**src/rtl/fe_fetch_queue.sv**
```systemverilog
// Fetch stage: PC generation, combinational I-MEM read, FQ_DEPTH-entry circular fetch queue.
// Latency: word fetched in cycle N is on out_* in cycle N+1; redirect reaches out_* two cycles after br_mispred.
// Backpressure: fetch continues until the queue is full, then resumes on a pop (push+pop same cycle when full).
// Optional: define FE_BTB_EN for a direct-mapped BTB providing next-PC prediction.
module fe_fetch_queue #(
  parameter int               DBITS       = 32,
  parameter int               INSTBITS    = 32,
  parameter int               INSTSIZE    = 4,
  parameter logic [DBITS-1:0] STARTPC     = '0,
  parameter int               FQ_DEPTH    = 4,
  parameter int               BTB_ENTRIES = 16
) (
  input  logic                clk,
  input  logic                reset,
  output logic [DBITS-1:0]    imem_addr,
  input  logic [INSTBITS-1:0] imem_rdata,
  input  logic                br_mispred,
  input  logic [DBITS-1:0]    br_target,
  input  logic                br_upd_valid,
  input  logic [DBITS-1:0]    br_upd_pc,
  input  logic                br_upd_taken,
  input  logic [DBITS-1:0]    br_upd_target,
  output logic                out_valid,
  input  logic                out_ready,
  output logic [INSTBITS-1:0] out_inst,
  output logic [DBITS-1:0]    out_pc,
  output logic [DBITS-1:0]    out_pcplus,
  output logic                out_pred_taken,
  output logic [DBITS-1:0]    out_pred_target
);

  localparam int QW = $clog2(FQ_DEPTH);
  localparam int CW = QW + 1;
  localparam logic [CW-1:0] FULL = CW'(FQ_DEPTH);

  logic [DBITS-1:0]    r_pc;
  logic [QW-1:0]       r_head;
  logic [QW-1:0]       r_tail;
  logic [CW-1:0]       r_count;

  logic [INSTBITS-1:0] r_q_inst   [FQ_DEPTH];
  logic [DBITS-1:0]    r_q_pc     [FQ_DEPTH];
  logic [DBITS-1:0]    r_q_pcplus [FQ_DEPTH];
  logic                r_q_ptaken [FQ_DEPTH];
  logic [DBITS-1:0]    r_q_ptgt   [FQ_DEPTH];

  logic                w_pop;
  logic                w_fire;
  logic                w_push;
  logic                w_pred_taken;
  logic [DBITS-1:0]    w_pred_target;
  logic [DBITS-1:0]    w_pcplus;
  logic [DBITS-1:0]    w_next_pc;

  assign imem_addr = r_pc;
  assign w_pcplus  = r_pc + DBITS'(INSTSIZE);
  assign out_valid = (r_count != '0);
  assign w_pop     = out_valid & out_ready;
  // A full queue may still fetch when the head leaves in the same cycle.
  assign w_fire    = (r_count != FULL) | w_pop;
  // An all-zero word is treated as invalid: dropped, but the PC still advances.
  assign w_push    = w_fire & (imem_rdata != '0);
  assign w_next_pc = w_pred_taken ? w_pred_target : w_pcplus;

`ifdef FE_BTB_EN
  localparam int IW = $clog2(BTB_ENTRIES);
  localparam int TW = DBITS - IW - 2;

  logic [BTB_ENTRIES-1:0] r_btb_vld;
  logic [TW-1:0]          r_btb_tag [BTB_ENTRIES];
  logic [DBITS-1:0]       r_btb_tgt [BTB_ENTRIES];

  logic [IW-1:0]          w_rd_idx;
  logic [TW-1:0]          w_rd_tag;
  logic [IW-1:0]          w_wr_idx;
  logic [TW-1:0]          w_wr_tag;
  logic                   w_unused_btb;

  assign w_rd_idx      = r_pc[IW+1:2];
  assign w_rd_tag      = r_pc[DBITS-1:IW+2];
  assign w_wr_idx      = br_upd_pc[IW+1:2];
  assign w_wr_tag      = br_upd_pc[DBITS-1:IW+2];
  assign w_unused_btb  = ^br_upd_pc[1:0];
  assign w_pred_taken  = r_btb_vld[w_rd_idx] && (r_btb_tag[w_rd_idx] == w_rd_tag);
  assign w_pred_target = w_pred_taken ? r_btb_tgt[w_rd_idx] : w_pcplus;

  // BTB valid bits: set on taken update, cleared on not-taken update that hits the tag.
  always_ff @(posedge clk) begin
    if (reset) begin
      r_btb_vld <= '0;
    end else if (br_upd_valid) begin
      if (br_upd_taken) begin
        r_btb_vld[w_wr_idx] <= 1'b1;
      end else if (r_btb_vld[w_wr_idx] && (r_btb_tag[w_wr_idx] == w_wr_tag)) begin
        r_btb_vld[w_wr_idx] <= 1'b0;
      end
    end
  end

  // BTB tag/target payload; qualified by the valid bits, so no reset needed.
  always_ff @(posedge clk) begin
    if (br_upd_valid && br_upd_taken) begin
      r_btb_tag[w_wr_idx] <= w_wr_tag;
      r_btb_tgt[w_wr_idx] <= br_upd_target;
    end
  end
`else
  logic w_unused_btb;

  assign w_unused_btb  = ^{br_upd_valid, br_upd_pc, br_upd_taken, br_upd_target};
  assign w_pred_taken  = 1'b0;
  assign w_pred_target = w_pcplus;
`endif

  // PC and queue pointers: reset beats redirect, redirect beats normal push/pop.
  always_ff @(posedge clk) begin
    if (reset) begin
      r_pc    <= STARTPC;
      r_head  <= '0;
      r_tail  <= '0;
      r_count <= '0;
    end else if (br_mispred) begin
      r_pc    <= br_target;
      r_head  <= '0;
      r_tail  <= '0;
      r_count <= '0;
    end else begin
      if (w_fire) r_pc   <= w_next_pc;
      if (w_push) r_tail <= r_tail + 1'b1;
      if (w_pop)  r_head <= r_head + 1'b1;
      r_count <= r_count + CW'(w_push) - CW'(w_pop);
    end
  end

  // Queue payload; occupancy is tracked by r_count so entries need no reset.
  always_ff @(posedge clk) begin
    if (w_push && !reset && !br_mispred) begin
      r_q_inst[r_tail]   <= imem_rdata;
      r_q_pc[r_tail]     <= r_pc;
      r_q_pcplus[r_tail] <= w_pcplus;
      r_q_ptaken[r_tail] <= w_pred_taken;
      r_q_ptgt[r_tail]   <= w_pred_target;
    end
  end

  assign out_inst        = r_q_inst[r_head];
  assign out_pc          = r_q_pc[r_head];
  assign out_pcplus      = r_q_pcplus[r_head];
  assign out_pred_taken  = r_q_ptaken[r_head];
  assign out_pred_target = r_q_ptgt[r_head];

endmodule

```
**config.mk**
```make
export PLATFORM = sky130hd
export DESIGN_NAME = fe_fetch_queue
export DESIGN_NICKNAME = d
export VERILOG_FILES = /design/src/rtl/fe_fetch_queue.sv
export SDC_FILE = /design/constraint.sdc
export NUM_CORES = 1
export LEC_CHECK = 0
export BUFFER_PORTS_ARGS = -buffer_cell sky130_fd_sc_hd__buf_2
export CORE_MARGIN = 2
export CORE_UTILIZATION = 25
export CTS_BUF_LIST = sky130_fd_sc_hd__clkbuf_4 sky130_fd_sc_hd__clkbuf_8
export CTS_CLUSTER_SIZE = 16
export DETAILED_ROUTE_END_ITERATION = 12
export GPL_ROUTABILITY_DRIVEN = 0
export PLACE_DENSITY_LB_ADDON = 0.2
export SYNTH_ARGS = -nofsm -noshare
export SYNTH_HDL_FRONTEND = slang
export SYNTH_SLANG_ARGS = --single-unit
```
**constraint.sdc**
```tcl
create_clock -name clk -period 13.35 [get_ports clk]
set_input_delay 0.6675 -clock clk [delete_from_list [all_inputs] [get_ports clk]]
set_output_delay 0.6675 -clock clk [all_outputs]
set_load 0.01 [all_outputs]
```
==> Word level (Yosys, flattened, before mapping) <==
Memories as Yosys holds them, arrays and structs flattened. A register that Yosys moved wholly into a read port is not among the register bits.
Cells that the tools add are included.
{ "totals": {"ff_bits": 39, "ram_bits": 512, "out_inout_bits": 162, "memories": 4} }
{ "memory_table": {"columns": ["memory", "depth", "width", "rd", "rd_ports_with_merged_regs", "wr", "line", "source"], "rows": [
  ["r_q_inst", 4, 32, 1, 1, 1, "41", "logic [INSTBITS-1:0] r_q_inst [FQ_DEPTH];"],
  ["r_q_pc", 4, 32, 1, 1, 1, "42", "logic [DBITS-1:0] r_q_pc [FQ_DEPTH];"],
  ["r_q_pcplus", 4, 32, 1, 1, 1, "43", "logic [DBITS-1:0] r_q_pcplus [FQ_DEPTH];"],
  ["r_q_ptgt", 4, 32, 1, 1, 1, "45", "logic [DBITS-1:0] r_q_ptgt [FQ_DEPTH];"]
]} }
{ "classes": {"addsub": 5, "eq_ne": 1, "mux": 12, "n_bitwise": 3, "n_reduce_logical": 8} }
{ "op_table": {"columns": ["cell", "n"], "rows": [
  ["two-way mux 32 bit", 2],
  ["adder 32 x 3 -> 32 bit (second input constant)", 1],
  ["nonzero test 32 bit", 1],
  ["two-way mux 2 bit", 8],
  ["adder 2 x 1 -> 2 bit (second input constant)", 2],
  ["adder 3 x 1 -> 3 bit", 1],
  ["inequality test 3 bit (second input constant)", 1],
  ["nonzero test 3 bit", 1],
  ["subtractor 3 x 1 -> 3 bit", 1],
  ["AND 1 bit", 2],
  ["logical AND 1 bit", 2],
  ["logical NOT 1 bit", 2],
  ["two-way mux 1 bit", 2],
  ["nonzero test 2 bit", 1],
  ["OR reduction 2 bit", 1],
  ["bitwise OR 1 bit", 1]
]} }

==> Logic depth before layout (Yosys ltp) <==
{ "logic_depth": {"ltp_word": 8, "mapped_depth": 11, "depth_no_buf": 10} }

==> Worst setup path after synthesis <==
No wires, ideal clock.
{ "synth_path": {"kind": "input to register", "from": "in br_mispred", "to": "mem r_q_inst[0][0] (enable)", "arrival_time_ps": 5573, "required_ps": 12802, "path_slack_ps": 7229, "path_stages": 6, "n_path_buf": 2, "path_cell_list": "clkbuf_1 -> or2_2 -> clkbuf_1 -> nor2_1 -> o21ai_0 -> nor2_1"} }
{ "synth_via": {"elab_chain_cells": 4} }
{ "synth_rtl": {"columns": ["element", "line", "source"], "rows": [
  ["start, declared", "17", "input logic br_mispred,"],
  ["logical NOT 1 bit", "137", "if (w_push && !reset && !br_mispred) begin"],
  ["logical AND 1 bit", "137", null],
  ["two-way mux 1 bit", "137", null],
  ["two-way mux 1 bit (implied by the code)", "138", "r_q_inst[r_tail] <= imem_rdata;"],
  ["end, declared", "41", null]
]} }
No other way between the ends.

==> summary.md <==
| Metric | Value |
|---|---|
| Synth Net Count | `1,013` |
| Max Cap Viol | `0` |
| Met1 Usage GRT | `0.160` |
| Area delta synth->final | `20.9%` |
| CTS Buffer Depth | `3` |
| Chip width | `261 um` |
| Reg-to-reg setup timing slack | `9.98 ns` |
| FP Rows | `94` |
| Critical path required time | `~13 ns` |
| GR Util met3 | `0.0326` |
| GR Overflow Total | `0` |
| First-pass GRT wire length | `approximately 62,000 um` |
| Worst-path clk slew | `0.06 ns` |
| Initial Util | `0.252` |
| DR pass1 iterations | `7` |
| Peak VDD IR | `a little under 0.00006 V` |
| Pwr/cell area | `143 nW/um2` |
| Startpoint types | `register` |
| Detailed-route DRC error count | `0` |
| Crit path DAT | `around 3.1 ns` |
| Number of synthesized flops with an enable pin | `376` |
| Number of fill cells | `between 6,000 and 7,000` |
| Die Area | `between 60,000 and 70,000 um2` |
| Worst min-delay path class | `in2reg` |
| Routed wire length | `42,600 um` |
| Hold slack | `0.267 ns` |
| Buffers on Ports | `228` |
| Reg-to-Reg End | `r_q_pc[3][28]$_DFFE_PP_` |
| Layout cells sized above 1 | `0.414` |
| Num CTS Buffers | `79` |
| Core Area | `between 60,000 and 70,000 um2` |
| Die Ht | `about 260 um` |
| Status | `finished clean` |
| Hold Crit Start | `imem_rdata[5]` |
| Hold_buf cts | `0` |
| Synthesized cell area | `approximately 17,000 um2` |
| Static leakage | `6.77 nW` |
| Worst-Margin Slew | `1.09 ns` |
| Register area share after synthesis | `0.733` |
| Largest net degree at the start of global routing | `55` |
| Global Route Usage Sum | `0.125` |
| Final min period | `3.75 ns` |
| Final Core Density | `0.304` |
| Synth top area cells | `edfxtp_1 68%, mux4_2 13%, dfxtp_1 5.0%` |
| CP Class | `reg2out` |
| # clock sinks | `417` |
| Yosys warning total | `0` |
| Hold endpoint | `r_q_inst[3][5]$_DFFE_PP_` |
| Endpoints failing hold | `0` |
| R2R Path Start | `r_count[0]$_SDFF_PP0_` |
| Crit-path max FO | `38` |
| Antenna Nets Post-Route | `0` |
| Vias per cell | `4.28` |
| Count of unique library cells instantiated by Yosys | `48` |
| Avg Cell Area, Syn | `19.0 um2` |
| Dominant synthesized flop cell | `edfxtp_1` |
| Post-CTS Setup Bufs | `0` |
| Slew margin rel. | `0.271` |
| Hold Crit Depth | `1` |
| Synth Register Bits | `417` |
| Most frequent cells in the layout | `376 x edfxtp_1, 228 x buf_2, 94 x mux4_2, 86 x clkbuf_8, 41 x nor2_1` |
| Drt initial violations | `443` |
| DP Cell Count | `between 1,500 and 2,000` |
| Fin Setup TNS | `0 ns` |
| Worst Clk Skew | `0.0328 ns` |
| Async SR Flop Fraction | `0` |
| GR met2 Demand/Resource | `0.200` |
| Post-CTS Resized | `0` |
| Final setup fails | `0` |
| Cell count after synthesis | `871` |
| TritonCTS clock tree | `done` |
| Pwr Total | `2.86 mW` |
| Initial antenna violation count | `5` |
| Setup crit end kind | `primary output` |
| Average wire per standard cell | `20.9 um` |
| Fmax | `266 MHz` |
| NumNets Final | `about 1,300` |
| Boundary Pins | `~300` |
| Routed vias | `about 8,700` |
| Vias in the first global route | `around 9,200` |
| Gr busiest metal | `met2` |
| Worst r2r path cells | `7` |
| Largest area contributor in the netlist | `edfxtp_1` |
| Most common cell after layout, fill and taps aside | `edfxtp_1` |
| HPWL Detailed | `25,400 um` |
| Final Cycle Share | `0.281` |
| Post-route insts no fill | `approximately 2,000` |
| Clock latency on the worst-skew pair | `0.65 ns` |
| CTS HTree Levels | `3` |
| Slew Limit Fails | `0` |
| RSZ-0062 raised after global routing | `no` |
| Clock root buffer | `clkbuf_8` |
| Top-area cell type share of the netlist area | `0.683` |
-- where the power goes --
part / switching, mW / internal (mW) / leakage, nW
Sequential: 0.0285 / 1.46 / 3.82
Combinational: 0.0959 / 0.0686 / 2.15
Clock: 0.532 / 0.675 / 0.806
Total: 0.656 / 2.20 / 6.77
-- worst max-delay path by stage --
stage | startpoint | end | slack [ns] | cells after the start
detailed placement | reset | r_q_pc[3][18]$_DFFE_PP_ | 8.80 | 9
finish | register | out_pcplus[19] | 9.60 | 3
global route | register | out_pred_target[31] | 9.26 | 3
floorplan | br_mispred | r_q_inst[0][0]$_DFFE_PP_ | 7.23 | 6
CTS | register | out_pcplus[19] | 9.35 | 3
global placement | reset | r_q_pc[3][17]$_DFFE_PP_ | 8.79 | 9
-- Yosys cell counts (2+ instances only) --
master,number
buf_1,7
buf_6,2
xor2_1,29
nor4_4,2
nand2_1,33
o2bb2ai_1,2
mux2i_1,6
buf_2,15
dfxtp_1,41
inv_1,13
a21oi_1,11
nand3_2,2
nor4_1,12
edfxtp_1,376
and3_1,3
xnor2_1,27
mux4_2,94
clkbuf_1,20
inv_2,2
and2_1,3
o21ai_0,3
nand3_1,21
nand4_1,14
ha_1,7
nor2_1,45
nor3_1,6
or3_1,2
a211oi_1,16
buf_4,38
-- cells by family after synthesis --
family                     share of synthesized area
other                                       0.000227
and+or+nand+nor                               0.0483
DFF                                            0.733
buffers and inverters                         0.0327
muxes                                          0.132
xor gates and xnor gates                      0.0307
AOI/OAI and AO/OA                             0.0167
adders and majority gates                    0.00651
-- metrics by stage --
stage,area (um2),setup slack [ns]
2_1_floorplan,16500,7.23
3_3_place_gp,18400,8.79
3_5_place_dp,18400,8.80
4_1_cts,20000,9.35
5_1_grt,20000,9.26
6_report,20000,9.60
-- area by class of cell --
cell class | instances | area [um2] | area share
Sequential cell | 417 | 12100 | 0.607
Multi-Input combinational cell | 357 | 3910 | 0.196
Clock buffer | 110 | 1360 | 0.0683
Timing Repair Buffer | 246 | 1280 | 0.0639
Tap cell | 864 | 1080 | 0.0541
Clock inverter | 29 | 159 | 0.00796
Inverter | 15 | 56.3 | 0.00282
Antenna cell | 2 | 5.00 | 0.000251
-- routing by layer --
metal  vias up  wire length (um)
met5         -                23
met4         4              1060
met3        78              2390
met2       220             20800
met1      4512             18400
li1       3918                 -
-- critical path, cell delays in order, from the launching register on --
cell and delay, ns:
dfxtp_4 0.79, buf_4 0.77, mux4_2 0.67, buf_2 0.17
-- registers in the layout, summed over array words and instances (netlist names), named ones only --
name / flops
r_q_inst: 128
r_q_ptgt: 128
r_q_pc: 120
imem_addr: 32
r_count: 3
r_head: 2
r_tail: 2
Power figures use the tool's default switching activity.
